--- src/rtl/div_seq.sv ---
// Sequential radix-2 restoring divider for DIV/DIVU.
// Produces one quotient bit per cycle and returns {remainder, quotient} with sign correction.
module div_seq #(
    parameter int DATA_WIDTH = 32
) (
    input  logic                    clk,
    input  logic                    rst_n,
    input  logic                    signed_div_i,
    input  logic [DATA_WIDTH-1:0]   opdata1_i,
    input  logic [DATA_WIDTH-1:0]   opdata2_i,
    input  logic                    start_i,
    input  logic                    annul_i,
    output logic [2*DATA_WIDTH-1:0] result_o,
    output logic                    ready_o
);
    localparam int W  = DATA_WIDTH;
    localparam int CW = $clog2(W) + 1;

    typedef enum logic [1:0] {IDLE, BYZERO, ON, END} state_t;

    state_t         state, state_nxt;
    logic [CW-1:0]  cnt;
    logic [W-1:0]   rem, quo, dvs;
    logic           neg_q, neg_r;

    logic [W-1:0]   mag1, mag2;
    logic [W:0]     r_sh;
    logic [W+1:0]   trial;
    logic           borrow;
    logic [W-1:0]   rem_nxt, quo_nxt, rem_fix, quo_fix;
    logic           last, accept, abort;

    always_comb begin
        mag1    = (signed_div_i && opdata1_i[W-1]) ? -opdata1_i : opdata1_i;
        mag2    = (signed_div_i && opdata2_i[W-1]) ? -opdata2_i : opdata2_i;
        // Shift the next dividend bit into the partial remainder, then trial-subtract;
        // the extra top bit of the trial is the borrow.
        r_sh    = {rem, quo[W-1]};
        trial   = {1'b0, r_sh} - {2'b00, dvs};
        borrow  = trial[W+1];
        rem_nxt = borrow ? r_sh[W-1:0] : trial[W-1:0];
        quo_nxt = {quo[W-2:0], ~borrow};
        rem_fix = neg_r ? -rem_nxt : rem_nxt;
        quo_fix = neg_q ? -quo_nxt : quo_nxt;
        last    = (cnt == CW'(W-1));
        accept  = start_i && !annul_i;
        abort   = annul_i || !start_i;
    end

    always_comb begin
        state_nxt = state;
        case (state)
            IDLE:    if (accept) state_nxt = (opdata2_i == '0) ? BYZERO : ON;
            BYZERO:  state_nxt = END;
            ON:      if (abort) state_nxt = IDLE;
                     else if (last) state_nxt = END;
            END:     if (!start_i) state_nxt = IDLE;
            default: state_nxt = IDLE;
        endcase
    end

    always_ff @(posedge clk or negedge rst_n) begin
        if (!rst_n) begin
            state    <= IDLE;
            cnt      <= '0;
            rem      <= '0;
            quo      <= '0;
            dvs      <= '0;
            neg_q    <= 1'b0;
            neg_r    <= 1'b0;
            result_o <= '0;
            ready_o  <= 1'b0;
        end else begin
            state <= state_nxt;
            case (state)
                IDLE: begin
                    if (accept && opdata2_i != '0) begin
                        rem   <= '0;
                        quo   <= mag1;
                        dvs   <= mag2;
                        cnt   <= '0;
                        neg_q <= signed_div_i && (opdata1_i[W-1] ^ opdata2_i[W-1]);
                        neg_r <= signed_div_i && opdata1_i[W-1];
                    end
                end
                BYZERO: begin
                    result_o <= '0;
                    ready_o  <= 1'b1;
                end
                ON: begin
                    if (!abort) begin
                        rem <= rem_nxt;
                        quo <= quo_nxt;
                        cnt <= cnt + CW'(1);
                        if (last) begin
                            result_o <= {rem_fix, quo_fix};
                            ready_o  <= 1'b1;
                        end
                    end
                end
                END: begin
                    if (!start_i) begin
                        result_o <= '0;
                        ready_o  <= 1'b0;
                    end
                end
                default: ;
            endcase
        end
    end
endmodule
--- config.mk ---
export PLATFORM = sky130hd
export DESIGN_NAME = div_seq
export DESIGN_NICKNAME = d
export VERILOG_FILES = /design/src/rtl/div_seq.sv
export SDC_FILE = /design/constraint.sdc
export NUM_CORES = 1
export LEC_CHECK = 0
export ABC_CLOCK_PERIOD_IN_PS = 13200
export BUFFER_PORTS_ARGS = -buffer_cell sky130_fd_sc_hd__buf_4
export CAP_MARGIN = 10
export CORE_MARGIN = 3
export CORE_UTILIZATION = 35
export DETAILED_ROUTE_END_ITERATION = 7
export PLACE_DENSITY = 0.59
export SYNTH_ARGS = -nofsm -noshare
export SYNTH_HDL_FRONTEND = slang
export SYNTH_SLANG_ARGS = --single-unit
--- constraint.sdc ---
create_clock -name clk -period 13.2 [get_ports clk]
set_input_delay 1.32 -clock clk [delete_from_list [all_inputs] [get_ports clk]]
set_output_delay 1.32 -clock clk [all_outputs]
set_load 0.1 [all_outputs]
==> summary.md, run 1 <==
| Metric | Value |
|---|---|
| Reg clk slew, reported paths | around 0.08 ns |
| EDFF count, synth | 0 |
| Post_cts resized | 0 |
| Initial antenna violation count | 0 |
| Async SR Flop Fraction | 1.00 |
| Hold crit path type | flip-flop to flip-flop |
| Critical path class | flip-flop to flip-flop |
| Gate Count Post-Synth | 1456 |
| Nature of the critical path startpoint | flip-flop |
| Cell Pwr Density | roughly 170 mW/mm² |
| Max-Slew Margin vs Limit | 0.295 |
| Post-DR wirelength/cell | 18.5 µm |
| Crit path cell chain | ha_1, a21oi_1, o21ai_0, a21o_1, a221oi_2, o21ai_4, o21ai_0, ha_1, nand2_1, or3_1, nand4bb_1, o41a_1, a21o_1, nand2b_4, o41ai_2, xnor2_1, o21ai_1 |
| Max cap viols | 0 |
| Warnings, synthesis | 0 |
| F_max | just under 0.2 GHz |
| CTS tree | built |
| Final setup margin | 8.04 ns |
| Starting DRT DRC Count | 869 |
| FP Rows | 66 |
| Count of final hold-check violations | 0 |
| Worst vdd ir | ~100 µV |
| Synthesis-to-finish area growth | 16.2% |
| CTS Buffer Depth | 2 |
| Gr usage total | 0.203 |
| Pre-antenna DRT Iters | 5 |
| Final #Nets | 1648 |
| Syn Nets | around 1600 |
| TNS Setup | 0 ns |
| Largest net degree at the start of global routing | 101 |
| HPWL Detailed | roughly 27000 µm |
| Commonest cells after routing, fill and taps aside | nand2_1, o21ai_0, dfrtp_1 |
| Synth Cell Area | 0.0119 mm² |
| CTS root buffer | clkbuf_16 |
| Total number of vias | ~11000 |
| Routability congestion estimate from global placement | 0.893 |
| Fill cell count | 3411 |
| Seq/Total Area, Yosys | 0.359 |
| First-pass GRT wire length | approximately 59000 µm |
| Pre-CTS worst setup slack | approximately 8 ns |
| Total setup buffers inserted after CTS | 0 |
| Top-level I/O count | 134 |
| I/O Buffers | 133 |
| Die area | roughly 0.036 mm² |
| CP Data Required Time | about 14 ns |
| DIE WIDTH | between 150 and 200 µm |
| Outcome | finished, final reports clean |
| Leakage | slightly above 6 nW |
| Syn Area/Cell | between 8 and 9 µm² |
| Synth unique cells | between 80 and 90 |
| Setup violators final | 0 |
| Share of cells above drive strength 1 | 0.131 |
| Arrival time worst endpoint | about 5.5 ns |
| Number of synthesized register bits | around 170 |
| Cts hold-fix bufs | 0 |
| Worst Max-Slew Pin Slew | between 1 and 1.5 ns |
| Min Tclk post-route | slightly above 5 ns |
| Antenna Nets Post-Route | 0 |
| Most used flip-flop cell after synthesis | dfrtp_1 |
| CTS Sinks | approximately 170 |
| Num CTS Buffers | 17 |
| CP Capture Type | flip-flop |
| Via density | approximately 5.5 |
| Starting Density | 0.361 |
| Commonest non-fill, non-tap cell in the layout | nand2_1 |
| Crit share post-route | 0.391 |
| Clock Skews | 0.0208 ns |
| Core area | between 0.03 and 0.04 mm² |
| Final core occ | 0.419 |
| Hold_ws | ~0.48 ns |
| Vias in the first global route | between 10000 and 15000 |
| Die Height | 191 µm |
| H-tree levels | 4 |
| Diodes inserted | 0 |
| DRC errors left | 0 |
| Post-Route WL | between 30000 and 40000 µm |
| Final Max Tran Viols | 0 |
| Worst skew pair latency | ~0.44 ns |
| RSZ-0062 raised after global routing | false |
| Grt total ovfl | 0 |
| Slowest cell on crit path | a221oi_2 |
| Critical path's largest stage delay | around 0.56 ns |
| Pwr Total | around 2.4 mW |
| Max FO, Critical Path | 12 |
[sequential cells by signal, indices dropped and copies added (netlist names)]
register,count
result_o,64
dvs,32
quo,32
rem,32
cnt,6
state,2
neg_q,1
neg_r,1
ready_o,1
[layout make-up]
class	count	area [µm²]	share of cell area
sequential	171	4280	0.309
clock inverter	12	114	0.00822
multi-input combinational	1148	7130	0.515
clock buffer	20	457	0.0330
tap	442	553	0.0399
inverter	59	224	0.0162
timing repair buffer	144	1100	0.0792
[path summary, 6_finish.rpt]
path,from,to,slack (ns),cells past startpoint
max,rem[17]$_DFFE_PN0P_,result_o[54]$_DFFE_PN0P_,8.04,17
min,result_o[10]$_DFFE_PN0P_,result_o[10]$_DFFE_PN0P_,0.48,2
max reg2reg,rem[17]$_DFFE_PN0P_,result_o[54]$_DFFE_PN0P_,8.04,17
min reg2reg,result_o[10]$_DFFE_PN0P_,result_o[10]$_DFFE_PN0P_,0.48,2
max in group asynchronous,rst_n,result_o[39]$_DFFE_PN0P_,10.65,2
min in group asynchronous,rst_n,result_o[14]$_DFFE_PN0P_,1.01,1
[Yosys cell counts, types with 3 or more instances]
cell type / n / area, µm²
nand2_1: 206 / 773
o21ai_0: 173 / 866
dfrtp_1: 171 / 4280
nor2_1: 106 / 398
a21oi_1: 86 / 430
xor2_1: 79 / 692
xnor2_1: 62 / 543
inv_1: 58 / 218
clkbuf_1: 56 / 210
nand3_1: 46 / 230
ha_1: 37 / 463
o31ai_1: 30 / 225
o21ai_1: 28 / 140
or3_1: 27 / 169
a221o_1: 19 / 190
buf_2: 17 / 85.1
nor3_1: 16 / 80.1
nor4_1: 16 / 100
o211ai_1: 15 / 113
a22oi_1: 14 / 105
nand4_1: 13 / 81.3
o41ai_1: 13 / 114
mux2i_1: 12 / 120
a21o_1: 11 / 82.6
and2_1: 10 / 62.6
nor3b_1: 9 / 67.6
or4_1: 8 / 60.1
a21boi_0: 7 / 52.6
a31oi_1: 7 / 43.8
and3_1: 7 / 43.8
nand2b_1: 7 / 43.8
o21a_1: 7 / 52.6
o2111ai_1: 6 / 52.6
a211oi_1: 5 / 37.5
buf_1: 5 / 18.8
a221oi_1: 3 / 26.3
nor2b_1: 3 / 18.8
or2_2: 3 / 18.8
[report_power, final]
part	internal (mW)	switching (mW)	leakage (nW)	total (mW)
combinational	0.402	0.718	3.49	1.12
sequential	0.632	0.116	2.28	0.747
clock	0.273	0.231	0.275	0.504
[per-layer routing]
metal  up-vias  wire length, µm  part of all wire  GRT usage
met1      5290            18000              0.49      0.301
li1       5391                -                 -          -
met4         0              635             0.017     0.0480
met5         -                0                 0          0
met3        37             1780             0.048     0.0301
met2       313            16400              0.44      0.312
[cells by family (layout without fill, tap and decap cells)]
group                      count (synthesis)  count (layout)  share of synthesized area
DFF                                      171             171                      0.359
adders and majority gates                 38              38                     0.0405
AOI/OAI and AO/OA                        463             463                      0.246
buffers and inverters                    137             235                     0.0451
and+or+nand+nor                          492             492                      0.194
xor gates and xnor gates                 141             141                      0.104
muxes                                     14              14                     0.0120
[per-stage QoR]
stage | area, µm² | cells
detailed placement | 13300 | 1963
global route | 13900 | 1996
finish | 13900 | 1996
global placement | 13300 | 1963
floorplan | 11900 | 1456
CTS | 13800 | 1995
[critical path: cells and delay by family (launching register included)]
family	cells	cell delay, ns
flip-flops	1	0.43
XOR/XNOR	1	0.16
adder cells (fa/ha/maj)	2	0.77
AO/OA/AOI/OAI	10	2.90
AND/OR/NAND/NOR	4	0.77
No activity file was read; power rests on OpenSTA's default activity.
==> inputs of run 2 (changes only) <==
--- a/config.mk
+++ b/config.mk
@@ -5,7 +5,7 @@
 export SDC_FILE = /design/constraint.sdc
 export NUM_CORES = 1
 export LEC_CHECK = 0
-export ABC_CLOCK_PERIOD_IN_PS = 13200
+export ABC_CLOCK_PERIOD_IN_PS = 5000
 export BUFFER_PORTS_ARGS = -buffer_cell sky130_fd_sc_hd__buf_4
 export CAP_MARGIN = 10
 export CORE_MARGIN = 3
==> constraint.sdc (replaced) <==
create_clock -name clk -period 5 [get_ports clk]
set_input_delay 0.5 -clock clk [delete_from_list [all_inputs] [get_ports clk]]
set_output_delay 0.5 -clock clk [all_outputs]
set_load 0.1 [all_outputs]
==> run 2 against run 1 <==
Against the previous run: register-to-register slack worse by 7.7 ns; critical endpoint unchanged; wire length is 3.2% higher; final cell count is 0.65% higher; design area is 1.0% higher; sequential power grew to 2.7 times the previous value; sequential share of layout area is 0.31 points lower; global-route usage is 0.60 points higher; via count is 1.6% higher; maximum frequency is 11% higher; non-clock buffer count is 13 higher; hold slack worse by 0.29 ns; power grew to 2.7 times the previous value.
==> summary.md, run 2 (same netlist as run 1, synthesis figures left out) <==
| Metric | Value |
|---|---|
| Cell Pwr Density | roughly 450 mW/mm² |
| Gr usage total | 0.209 |
| Pint | ~3.5 mW |
| Die area | around 0.036 mm² |
| H-tree levels | 4 |
| Clock Skews | 0.0118 ns |
| Final setup margin | between 0.3 and 0.4 ns |
| Total number of vias | 11200 |
| Total setup buffers inserted after CTS | 0 |
| HPWL Detailed | roughly 29000 µm |
| Starting DRT DRC Count | 872 |
| Share of cells above drive strength 1 | 0.140 |
| Outcome | finished, final reports clean |
| RSZ-0062 raised after global routing | false |
| Critical path buffer and inverter count | 0 |
| Post-DR wirelength/cell | between 15 and 20 µm |
| Grt total ovfl | 0 |
| CTS Buffer Depth | 2 |
| Worst skew pair latency | 0.45 ns |
| First-pass GRT wire length | 60200 µm |
| Reg clk slew, reported paths | around 0.070 ns |
| Setup violators final | 0 |
| Nature of the critical path startpoint | flip-flop |
| CTS tree | built |
| CTS Sinks | between 150 and 200 |
| CTS root buffer | clkbuf_16 |
| DRC errors left | 0 |
| Critical path's largest stage delay | about 0.43 ns |
| Max cap viols | 0 |
| Largest net degree at the start of global routing | around 110 |
| Min Tclk post-route | roughly 4.7 ns |
| Max reg flops | 64 |
| CP Capture Type | flip-flop |
| Logic pwr share | 0.462 |
| Clk pwr share | 0.222 |
| Critical path class | flip-flop to flip-flop |
| Pre-CTS worst setup slack | approximately 0.35 ns |
| Max FO, Critical Path | 8 |
| CP Data Required Time | about 5.3 ns |
| Slowest cell on crit path | dfrtp_1 |
| Hold crit path type | input port to asynchronous set/reset pin |
| Flop pwr share | 0.316 |
| Core area | 0.0330 mm² |
| Cts hold-fix bufs | 0 |
| Max-Slew Margin vs Limit | 0.259 |
| Final #Nets | between 1500 and 2000 |
| Crit path max-delay family | compound AO/OA/AOI/OAI gates |
| Initial antenna violation count | 0 |
| FP Rows | 66 |
| Starting Density | 0.361 |
| Routability congestion estimate from global placement | 0.908 |
| Leakage | approximately 6.1 nW |
| DIE WIDTH | 191 µm |
| Via density | 5.58 |
| Biggest register | result_o |
| Crit path cell chain | ha_1, a21oi_1, o21ai_0, a21o_1, a221oi_2, o21ai_4, o21ai_0, ha_1, nand2_1, or3_1, nand4bb_1, o41a_1, a21o_1, nand2b_4, o41ai_2, xnor2_1, o21ai_1 |
| F_max | about 0.21 GHz |
| Commonest non-fill, non-tap cell in the layout | nand2_1 |
| Worst vdd ir | 271 µV |
| Arrival time worst endpoint | ~5.0 ns |
| Sw Ratio | 0.453 |
| Final Max Tran Viols | 0 |
| Switch Pwr | between 2 and 3 mW |
| Crit share post-route | 0.933 |
| Vias in the first global route | 10600 |
| TNS Setup | 0 ns |
| Post_cts resized | 0 |
| Die Height | around 190 µm |
| Commonest cells after routing, fill and taps aside | nand2_1, o21ai_0, dfrtp_1 |
| Count of final hold-check violations | 0 |
| I/O Buffers | around 130 |
| Top-level I/O count | 134 |
| Diodes inserted | 0 |
| Post-Route WL | roughly 38000 µm |
| Worst Max-Slew Pin Slew | 1.11 ns |
| Antenna Nets Post-Route | 0 |
| Num CTS Buffers | 17 |
| Final core occ | 0.424 |
| Synthesis-to-finish area growth | 17.4% |
| Pre-antenna DRT Iters | 5 |
## run 2: changes by cell type in the layout (fill, tap and decap cells not counted)
| cell | before | now |
|---|---|---|
| clkinv_8 | 0 | 2 |
| clkinvlp_4 | 3 | 0 |
| a21oi_2 | 1 | 2 |
| clkbuf_1 | 1 | 0 |
| a21oi_1 | 85 | 84 |
| clkbuf_8 | 2 | 1 |
| clkinv_2 | 3 | 0 |
| inv_6 | 3 | 5 |
| inv_8 | 1 | 5 |
| buf_4 | 142 | 155 |
## run 2: path summary, 6_finish.rpt
check / start / to / slack, ns / cells after the start
setup / recovery: rem[19]$_DFFE_PN0P_ / result_o[54]$_DFFE_PN0P_ / 0.34 / 17
hold / removal: rst_n / result_o[13]$_DFFE_PN0P_ / 0.20 / 1
setup reg to reg: rem[19]$_DFFE_PN0P_ / result_o[54]$_DFFE_PN0P_ / 0.34 / 17
hold reg to reg: result_o[32]$_DFFE_PN0P_ / result_o[32]$_DFFE_PN0P_ / 0.48 / 2
max in group asynchronous: rst_n / quo[11]$_DFFE_PN0P_ / 3.74 / 2
min in group clk: opdata2_i[1] / dvs[1]$_DFFE_PN0P_ / 0.32 / 3
## run 2: area by class of cell
| type | instances | area [µm²] |
|---|---|---|
| clock buffers | 18 | 439 |
| inverters | 59 | 224 |
| flip-flops and latches | 171 | 4280 |
| fillers | 3428 | 19000 |
| clock inverters | 14 | 171 |
| repair buffers | 157 | 1190 |
| well taps | 442 | 553 |
| multi-input cells | 1148 | 7130 |
## run 2: power by group through the flow
stage                     clock, mW  combinational (mW)  sequential [mW]
after detailed placement          0                2.92             2.03
after global routing           1.49                3.25             2.06
after floorplan                   0                2.09             2.00
after global placement            0                2.89             2.02
final                          1.41                2.94             2.01
after CTS                      1.43                2.93             2.00
## run 2: routing by layer
metal	wire, µm	global-route usage	vias to the layer above	part of all wire
li1	-	-	5415	-
met5	0	0	-	0
met3	2320	0.0349	54	0.061
met4	714	0.0542	0	0.019
met2	16500	0.309	345	0.44
met1	18400	0.316	5393	0.48
## run 2: worst reg2reg max path, cell delays in order (launching register included)
cell	delay (ns)
dfrtp_1	0.43
ha_1	0.42
a21oi_1	0.21
o21ai_0	0.15
a21o_1	0.23
a221oi_2	0.41
o21ai_4	0.16
o21ai_0	0.32
ha_1	0.25
nand2_1	0.05
or3_1	0.33
nand4bb_1	0.21
o41a_1	0.38
a21o_1	0.24
nand2b_4	0.18
o41ai_2	0.34
xnor2_1	0.16
o21ai_1	0.07
## run 2: per-stage QoR
| stage | instances | hold WS, ns | area, µm² | power (mW) |
|---|---|---|---|---|
| global route | 2009 | 0.286 | 14000 | 6.80 |
| global placement | 1977 | 0.464 | 13400 | 4.91 |
| finish | 2009 | 0.196 | 14000 | 6.36 |
| detailed placement | 1977 | 0.472 | 13400 | 4.95 |
| floorplan | 1456 | 0.204 | 11900 | 4.09 |
| CTS | 2009 | 0.231 | 14000 | 6.36 |
